**src/rtl/dmem_arb_pkg.sv**
```systemverilog
// Shared types for the data-memory arbiter: request bundle, FSM states and port identifiers.
package dmem_arb_pkg;

  // Requests carry a full-width address; the top level uses only its low ADDR_WIDTH_P bits.
  localparam int unsigned ReqAddrWidth = 32;

  typedef enum logic [1:0] {
    IDLE = 2'd0,
    BUSY = 2'd1,
    ERR  = 2'd2
  } dmem_arb_state_e;

  typedef enum logic {
    PORT_CORE = 1'b0,
    PORT_NET  = 1'b1
  } dmem_port_e;

  typedef struct packed {
    logic [ReqAddrWidth-1:0] addr;
    logic [31:0]             wdata;
    logic                    is_store;
    logic                    is_byte;
  } dmem_req_s;

  function automatic logic is_misaligned(dmem_req_s req);
    return !req.is_byte && (req.addr[1:0] != 2'b00);
  endfunction

endpackage

```
**src/rtl/dmem_byte_lane.sv**
```systemverilog
// Byte-lane formatting: store replication and mask generation, load byte extraction
// with zero-extension.
module dmem_byte_lane (
  input  logic        is_store_i,
  input  logic        is_byte_i,
  input  logic [1:0]  wr_off_i,
  input  logic [31:0] wdata_i,
  output logic [31:0] mem_wdata_o,
  output logic [3:0]  mem_wmask_o,
  input  logic        rd_is_store_i,
  input  logic        rd_is_byte_i,
  input  logic [1:0]  rd_off_i,
  input  logic [31:0] mem_rdata_i,
  output logic [31:0] rdata_o
);

  logic [31:0] rd_shifted;

  always_comb begin
    mem_wdata_o = wdata_i;
    mem_wmask_o = 4'h0;
    if (is_store_i) begin
      if (is_byte_i) begin
        mem_wdata_o = {4{wdata_i[7:0]}};
        mem_wmask_o = 4'b0001 << wr_off_i;
      end else begin
        mem_wmask_o = 4'hF;
      end
    end
  end

  always_comb begin
    rd_shifted = mem_rdata_i >> {rd_off_i, 3'b000};
    rdata_o    = 32'h0;
    if (!rd_is_store_i) begin
      rdata_o = rd_is_byte_i ? {24'h0, rd_shifted[7:0]} : mem_rdata_i;
    end
  end

endmodule

```
**src/rtl/dmem_arbiter.sv**
```systemverilog
// Round-robin arbiter sharing a single-ported data memory between the core and the
// network/debug port, one outstanding access at a time.
module dmem_arbiter
  import dmem_arb_pkg::*;
#(
  parameter int unsigned ADDR_WIDTH_P = 12
) (
  input  logic                    clk,
  input  logic                    reset,

  input  logic                    core_v_i,
  input  logic [ADDR_WIDTH_P-1:0] core_addr_i,
  input  logic [31:0]             core_wdata_i,
  input  logic                    core_is_store_i,
  input  logic                    core_is_byte_i,
  output logic                    core_yumi_o,
  output logic                    core_resp_v_o,
  output logic                    core_resp_err_o,
  output logic [31:0]             core_rdata_o,

  input  logic                    net_v_i,
  input  logic [ADDR_WIDTH_P-1:0] net_addr_i,
  input  logic [31:0]             net_wdata_i,
  input  logic                    net_is_store_i,
  input  logic                    net_is_byte_i,
  output logic                    net_yumi_o,
  output logic                    net_resp_v_o,
  output logic                    net_resp_err_o,
  output logic [31:0]             net_rdata_o,

  output logic                    mem_v_o,
  output logic                    mem_w_o,
  output logic [ADDR_WIDTH_P-3:0] mem_addr_o,
  output logic [31:0]             mem_wdata_o,
  output logic [3:0]              mem_wmask_o,
  input  logic                    mem_ready_i,
  input  logic                    mem_rvalid_i,
  input  logic [31:0]             mem_rdata_i
);

  dmem_arb_state_e state_q, state_d;
  dmem_port_e      last_grant_q, last_grant_d;
  dmem_port_e      owner_q, owner_d;
  logic [1:0]      off_q, off_d;
  logic            is_store_q, is_store_d;
  logic            is_byte_q, is_byte_d;

  dmem_req_s  core_req, net_req, sel_req;
  dmem_port_e sel;
  logic       yumi, mem_v, resp_v, resp_err;
  logic [31:0] lane_wdata, lane_rdata;
  logic [3:0]  lane_wmask;
  logic        unused_addr_hi;

  always_comb begin
    core_req = '{addr: ReqAddrWidth'(core_addr_i), wdata: core_wdata_i,
                 is_store: core_is_store_i, is_byte: core_is_byte_i};
    net_req  = '{addr: ReqAddrWidth'(net_addr_i), wdata: net_wdata_i,
                 is_store: net_is_store_i, is_byte: net_is_byte_i};
  end

  // On a tie the port that did not win last time goes first.
  always_comb begin
    sel = PORT_NET;
    if (core_v_i && net_v_i) begin
      sel = (last_grant_q == PORT_NET) ? PORT_CORE : PORT_NET;
    end else if (core_v_i) begin
      sel = PORT_CORE;
    end
    sel_req = (sel == PORT_CORE) ? core_req : net_req;
  end

  assign unused_addr_hi = ^sel_req.addr;

  always_comb begin
    state_d      = state_q;
    last_grant_d = last_grant_q;
    owner_d      = owner_q;
    off_d        = off_q;
    is_store_d   = is_store_q;
    is_byte_d    = is_byte_q;
    yumi         = 1'b0;
    mem_v        = 1'b0;
    resp_v       = 1'b0;
    resp_err     = 1'b0;
    unique case (state_q)
      IDLE: begin
        if (core_v_i || net_v_i) begin
          if (is_misaligned(sel_req)) begin
            yumi         = 1'b1;
            owner_d      = sel;
            last_grant_d = sel;
            state_d      = ERR;
          end else begin
            mem_v = 1'b1;
            // Without ready the grant is not committed, so the pointer stays put.
            if (mem_ready_i) begin
              yumi         = 1'b1;
              owner_d      = sel;
              last_grant_d = sel;
              off_d        = sel_req.addr[1:0];
              is_store_d   = sel_req.is_store;
              is_byte_d    = sel_req.is_byte;
              state_d      = BUSY;
            end
          end
        end
      end
      BUSY: begin
        if (mem_rvalid_i) begin
          resp_v  = 1'b1;
          state_d = IDLE;
        end
      end
      ERR: begin
        resp_v   = 1'b1;
        resp_err = 1'b1;
        state_d  = IDLE;
      end
      default: state_d = IDLE;
    endcase
  end

  always_ff @(posedge clk) begin
    if (reset) begin
      state_q      <= IDLE;
      last_grant_q <= PORT_NET;
      owner_q      <= PORT_CORE;
      off_q        <= 2'b00;
      is_store_q   <= 1'b0;
      is_byte_q    <= 1'b0;
    end else begin
      state_q      <= state_d;
      last_grant_q <= last_grant_d;
      owner_q      <= owner_d;
      off_q        <= off_d;
      is_store_q   <= is_store_d;
      is_byte_q    <= is_byte_d;
    end
  end

  dmem_byte_lane u_byte_lane (
    .is_store_i    (sel_req.is_store),
    .is_byte_i     (sel_req.is_byte),
    .wr_off_i      (sel_req.addr[1:0]),
    .wdata_i       (sel_req.wdata),
    .mem_wdata_o   (lane_wdata),
    .mem_wmask_o   (lane_wmask),
    .rd_is_store_i (is_store_q),
    .rd_is_byte_i  (is_byte_q),
    .rd_off_i      (off_q),
    .mem_rdata_i   (mem_rdata_i),
    .rdata_o       (lane_rdata)
  );

  assign core_yumi_o     = yumi && (sel == PORT_CORE);
  assign net_yumi_o      = yumi && (sel == PORT_NET);
  assign core_resp_v_o   = resp_v && (owner_q == PORT_CORE);
  assign net_resp_v_o    = resp_v && (owner_q == PORT_NET);
  assign core_resp_err_o = core_resp_v_o && resp_err;
  assign net_resp_err_o  = net_resp_v_o && resp_err;
  assign core_rdata_o    = (core_resp_v_o && !resp_err) ? lane_rdata : 32'h0;
  assign net_rdata_o     = (net_resp_v_o && !resp_err) ? lane_rdata : 32'h0;

  assign mem_v_o     = mem_v;
  assign mem_w_o     = mem_v && sel_req.is_store;
  assign mem_addr_o  = mem_v ? sel_req.addr[ADDR_WIDTH_P-1:2] : '0;
  assign mem_wdata_o = mem_v ? lane_wdata : 32'h0;
  assign mem_wmask_o = mem_v ? lane_wmask : 4'h0;

endmodule
```
**config.mk**
```make
export PLATFORM = sky130hd
export DESIGN_NAME = dmem_arbiter
export DESIGN_NICKNAME = d
export VERILOG_FILES = /design/src/rtl/dmem_arb_pkg.sv /design/src/rtl/dmem_byte_lane.sv /design/src/rtl/dmem_arbiter.sv
export SDC_FILE = /design/constraint.sdc
export NUM_CORES = 1
export LEC_CHECK = 0
export CAP_MARGIN = 15
export CORE_MARGIN = 4
export CORE_UTILIZATION = 29
export CTS_CLUSTER_SIZE = 30
export DETAILED_ROUTE_END_ITERATION = 10
export GPL_TIMING_DRIVEN = 1
export PLACE_DENSITY = 0.82
export SYNTH_ARGS = -nofsm -noshare
export SYNTH_HDL_FRONTEND = slang
export SYNTH_SLANG_ARGS = --single-unit
```
**constraint.sdc**
```tcl
create_clock -name clk -period 2.65 [get_ports clk]
set_input_delay 0.53 -clock clk [delete_from_list [all_inputs] [get_ports clk]]
set_output_delay 0.53 -clock clk [all_outputs]
set_load 0.01 [all_outputs]
```
# Word level (Yosys, flattened, before mapping)
# Index checks and enable logic that the tools add are counted.
[word_totals]
latchBits = 0
n_memories = 0
ram_bits = 0
wordCells = 68
reg_bits = 8
out_inout_bits = 118
romBits = 0
[classes]
add_sub_neg = 0
n_mux = 32
div_mod_pow = 0
n_reduce_logical = 20
eq_ne = 5
n_bitwise = 3
shift = 2
order_cmp = 0
n_mul = 0
[op_table]
columns = ["op", "count"]
rows = [
  ["$mux 32", 7],
  ["$mux 46", 1],
  ["$shr 32x5->8", 1],
  ["$mux 1", 14],
  ["$mux 4", 3],
  ["$logic_and 1x1->1", 11],
  ["$mux 10", 1],
  ["$mux 2", 4],
  ["$reduce_and 3->1", 2],
  ["$ne 2x2->1 const B", 2],
  ["$pmux 2 s2", 1],
  ["$reduce_and 4->1", 1],
  ["$reduce_bool 2->1", 2],
  ["$shl 1x2->4 const A", 1],
  ["$ne 3x3->1 const B", 1],
  ["$not 1->1", 3],
  ["$eq 2x1->1 const B", 1],
  ["$eq 2x2->1 const B", 1],
  ["$logic_not 1->1", 2],
  ["$logic_not 2->1", 1],
  ["$pmux 1 s2", 1],
  ["$logic_or 1x1->1", 1],
]

# Longest topological paths before layout
[logic_depth]
depth_word = 9
mapped_depth = 7
depth_no_buf = 6

# By module
# From an unflattened synthesis, not the netlist that was laid out.
[unflattened]
hier_cells = 439
area_unflattened_um2 = 2730.1
[by_module_without_submodules]
columns = ["module", "n_inst", "seq_area_each_um2", "area_each_um2", "cells_each"]
rows = [
  ["dmem_arbiter", 1, 160.2, 1816.7, 322],
  ["dmem_byte_lane", 1, 0.0, 913.4, 117],
]

# Worst setup path after synthesis
# Ideal clock, no wire load.
[synth_timing]
path_type = "input -> output"
start = "input port core_v_i"
end = "output port mem_wdata_o[11]"
slack_ns = 0.190
t_arrival_ns = 1.930
cell_stages = 6
required_time_ns = 2.120
cell_sequence = "buf_2 > o21ai_0 > or3_1 > buf_6 > buf_6 > a311oi_1"
[synth_via]
elab_chain_len = 9
elab_cells_between_ends = 14
cone_classes = "mux (9); reduce/logical (5)"
[synth_lines]
columns = ["element", "line", "text"]
rows = [
  ["start: declaration", "dmem_arbiter.sv:11", "input logic core_v_i,"],
  ["$mux 1 or $logic_and 1x1->1 (tied branches)", "dmem_arbiter.sv:67, dmem_arbiter.sv:65", ""],
  ["$mux 1", "dmem_arbiter.sv:65", "if (core_v_i && net_v_i) begin"],
  ["$mux 46", "dmem_arbiter.sv:70", "sel_req = (sel == PORT_CORE) ? core_req : net_req;"],
  ["$reduce_bool 2->1 or $logic_not 1->1 (tied branches)", "dmem_arb_pkg.sv:26", "return !req.is_byte && (req.addr[1:0] != 2'b00);"],
  ["$logic_and 1x1->1", "dmem_arb_pkg.sv:26", ""],
  ["$mux 1", "dmem_arbiter.sv:89", "if (is_misaligned(sel_req)) begin"],
  ["$mux 1", "dmem_arbiter.sv:88", "if (core_v_i || net_v_i) begin"],
  ["$mux 1", "dmem_arbiter.sv:86", "unique case (state_q)"],
  ["$mux 32 *", "dmem_arbiter.sv:168", "assign mem_wdata_o = mem_v ? lane_wdata : 32'h0;"],
  ["end: declaration", "dmem_arbiter.sv:34", "output logic [31:0] mem_wdata_o,"],
]
# Every way passes the cells marked *; elsewhere a longest branch is shown, timed or not.

# Worst setup path in the final report
[layout_timing]
start = "register state_q[0]"
end = "output port core_rdata_o[31]"
[layout_via]
elab_chain_len = 5
elab_cells_between_ends = 8
cone_classes = "eq/ne (2); mux (3); reduce/logical (3)"
[layout_lines]
columns = ["element", "line", "text"]
rows = [
  ["start: declaration", "dmem_arbiter.sv:41", "dmem_arb_state_e state_q, state_d;"],
  ["start signal: assignment", "dmem_arbiter.sv:133", "state_q <= state_d;"],
  ["$eq 2x2->1 or $eq 2x1->1 (tied branches)", "dmem_arbiter.sv:86", ""],
  ["$pmux 1 s2 or $mux 1 (tied branches)", "dmem_arbiter.sv:86", ""],
  ["$logic_and 1x1->1 or $logic_not 1->1 (tied branches)", "dmem_arbiter.sv:158, dmem_arbiter.sv:162", ""],
  ["$logic_and 1x1->1 *", "dmem_arbiter.sv:162", "assign core_rdata_o = (core_resp_v_o && !resp_err) ? lane_rdata : 32'h0;"],
  ["$mux 32 *", "dmem_arbiter.sv:162", ""],
  ["end: declaration", "dmem_arbiter.sv:19", "output logic [31:0] core_rdata_o,"],
]
# Marked as above.

==> results.toml <==
[timing]
worstMarginPinSlew_ps = 557
slew_violations = 0
setup_viol = 1
max_freq_ghz = 0.375
rsz0062_at_grt = "yes"
clock_skew_ps = 7.02
min_period_over_period_pct = 101
worst_slack_ps = -14.6
hold_viol_final = 0
finalCriticalPeriod_ps = 2660
slew_headroom_pct = 62.8

[drt]
avgRoutedWirePerCell_um = 19.2
ant_nets = 0
wl_um = 15100
drc = 0
post_drt_via_cell_ratio = 5.46
vias = 4301
drt_iter0_markers = 155
dr.pass1.iters = 4

[grt]
antenna_found_initial = 0
grt_start_max_net_pins = 28
groute.usage.overall_pct = 28.3
grt_pass1_vias = 4321
grt_pass1_wl_um = 22000
grt-ovfl-total = 0

[worst_setup_path]
cp_max_fo = 7
path_class = "register to primary output"
rr_startpoint = "last_grant_q"
start_kind = "register"
critPathCaptureType = "primary output"
cp.arrival_ps = 2130
crit_required_ps = 2120
r2r_setup_slack_ps = 980
setup.worst_path.start = "state_q[0]"
ff2ff_path_depth = 7

[synth]
synth_compound_area_share_pct = 32.0
synthSimpleGateAreaFrac_pct = 45.9
synth-main-ff-cell = "dfxtp_1"
ys_top_cells_by_count = "nand2_1, and2_1, nor2_1, a21oi_1, a311oi_1"
synth_edf_count = 0
synthAdderAreaFrac_pct = 1.62
ys_seq_area_share_pct = 6.90
synth_top_area_cell = "nand2_1"
ys_warn_count = 0
syn_area_um2 = 2320
ys_types = 48
synth_area_per_cell_um2 = 6.16
ys_ff_latch = 8
synth_top_family_by_area = "simple AND/OR/NAND/NOR gates"
syn_nets = 510
synth_xor_area_share_pct = 0
syn_inst = 377
synth_top_area_share_pct = 14.7
async_reset_ff_share_pct = 0
synth.most_common_cell = "nand2_1"
synth.top_cells.by_area = "nand2_1, and2_1, a311oi_1"
synthMuxAreaShare_pct = 5.23

[clock_network]
cts_hold_buf = 0
clockBufferDepth = 2
path_clk_slew_ps = 50
cts_sinks = 8
worstSkewPairLatency_ps = 230
numCtsBuffers = 3
root_buffer = "clkbuf_8"
htreeDepth = 1
cts_tree = "built"

[power]
p_total_mw = 1.43
leakage_nw = 2.79
peakVddDrop_mv = 0.166
power_density_nw_per_um2 = 254

[finish]
drive_gt1_share_pct = 32.4
syn2layout_area_growth_pct = 142
multiInputGateArea_um2 = 2250
fill_cells = 585
antennaDiodeCount = 0
nets = 821
regArea_um2 = 164
final_cells = 788

[worst_hold_path]
hold_class = "register to register"
hold_depth = 2
worstHoldStart = "off_q[0]"

[floorplanning]
die_y_um = 97.5
die_area_um2 = 9500
coreArea_um2 = 7770
rows = 32
initial_core_util_pct = 29.9
fp.dieW_um = 97.5
io_pins = 248

[job]
cap_violations = 0

[placed_design]
gp_congestion = 0.887
placedCellCount = 764
place_hpwl_um = 11400
portBuffers = 247

[status]
status = "finished with violations"
violations = "setup timing"
[sequential cells by signal, indices dropped and copies added, names as in the netlist]
register / cells
is_byte_q: 1
is_store_q: 1
last_grant_q: 1
off_q: 2
owner_q: 1
state_q: 2
[cells in the final DEF (no fill, tap or decap), types with 6 or more instances in the layout]
master and instances:
dlygate4sd2_1 29, clkdlybuf4s15_1 8, o21ai_0 6, nor2_1 33, buf_2 34, clkdlybuf4s15_2 8
o2bb2ai_1 8, and2_1 49, buf_12 8, and3_1 10, buf_4 69, a21oi_1 23
mux2i_1 11, a211o_1 8, buf_6 12, a311oi_1 12, a311oi_2 12, dlymetal6s2s_1 10
clkbuf_2 34, nand2_1 91, clkdlybuf4s50_1 122
[cells by family after synthesis]
| family | Yosys count |
|---|---|
| multiplexers | 12 |
| AO/OA/AOI/OAI | 100 |
| buffers and inverters | 40 |
| flip-flops | 8 |
| adder cells (fa/ha/maj) | 3 |
| AND/OR/NAND/NOR | 214 |
[report_power, final]
part | leakage (nW) | total (mW) | internal, mW | switching, mW
combinational | 2.70 | 1.12 | 0.611 | 0.512
sequential | 0.0660 | 0.152 | 0.133 | 0.0191
clock | 0.0216 | 0.151 | 0.0989 | 0.0523
total | 2.79 | 1.43 | 0.843 | 0.584
[worst max-delay path, stage by stage (launching register included)]
cell	delay [ps]
dfxtp_2	330
inv_2	50
ha_4	260
nor2b_4	170
buf_6	120
nand4_4	80
nor3_4	220
buf_4	140
buf_6	110
buf_6	90
buf_6	90
and2_4	130
buf_6	100
[layout make-up]
cell class,count,share of cell area (%)
Clock buffer,3,0.734
Inverter,8,0.534
Multi-Input combinational cell,330,40.1
Sequential cell,8,2.91
Tap cell,102,2.27
Timing Repair Buffer,337,53.5
[metrics by stage]
step | hold WS (ps) | utilization [%] | TNS, ps | instance area, µm² | setup slack (ps)
after detailed placement | 553 | 69.1 | -45820 | 5370 | -814
final | 576 | 72.4 | -14.6 | 5630 | -14.6
after global placement | 548 | 69.1 | -41260 | 5370 | -729
after CTS | 563 | 72.2 | -1500 | 5610 | -197
after floorplan | 443 | - | 0 | 2320 | 190
after global routing | 595 | 72.4 | -480 | 5630 | -95.0
[repair_timing]
item / in CTS / in global routing
endpoints found under the setup margin: 114 / 90
pin swaps: 5 / 9
setup buffers: 9 / 8
gates resized for setup: 294 / 121
gates cloned: 5 / 1
[final timing paths]
kind / to
worst max register to register: last_grant_q
worst max-delay path: core_rdata_o[31]
worst min register to register: off_q[0]
worst min-delay path: off_q[0]
[metal layers]
metal	vias up	global-route usage (%)	share of wire, %
met5	-	0	0
met4	0	12.4	4.5
met3	54	6.96	8.1
met2	274	54.3	52
met1	2000	28.3	35
li1	1973	-	-
Note: power is estimated with default switching activity, not from simulation.
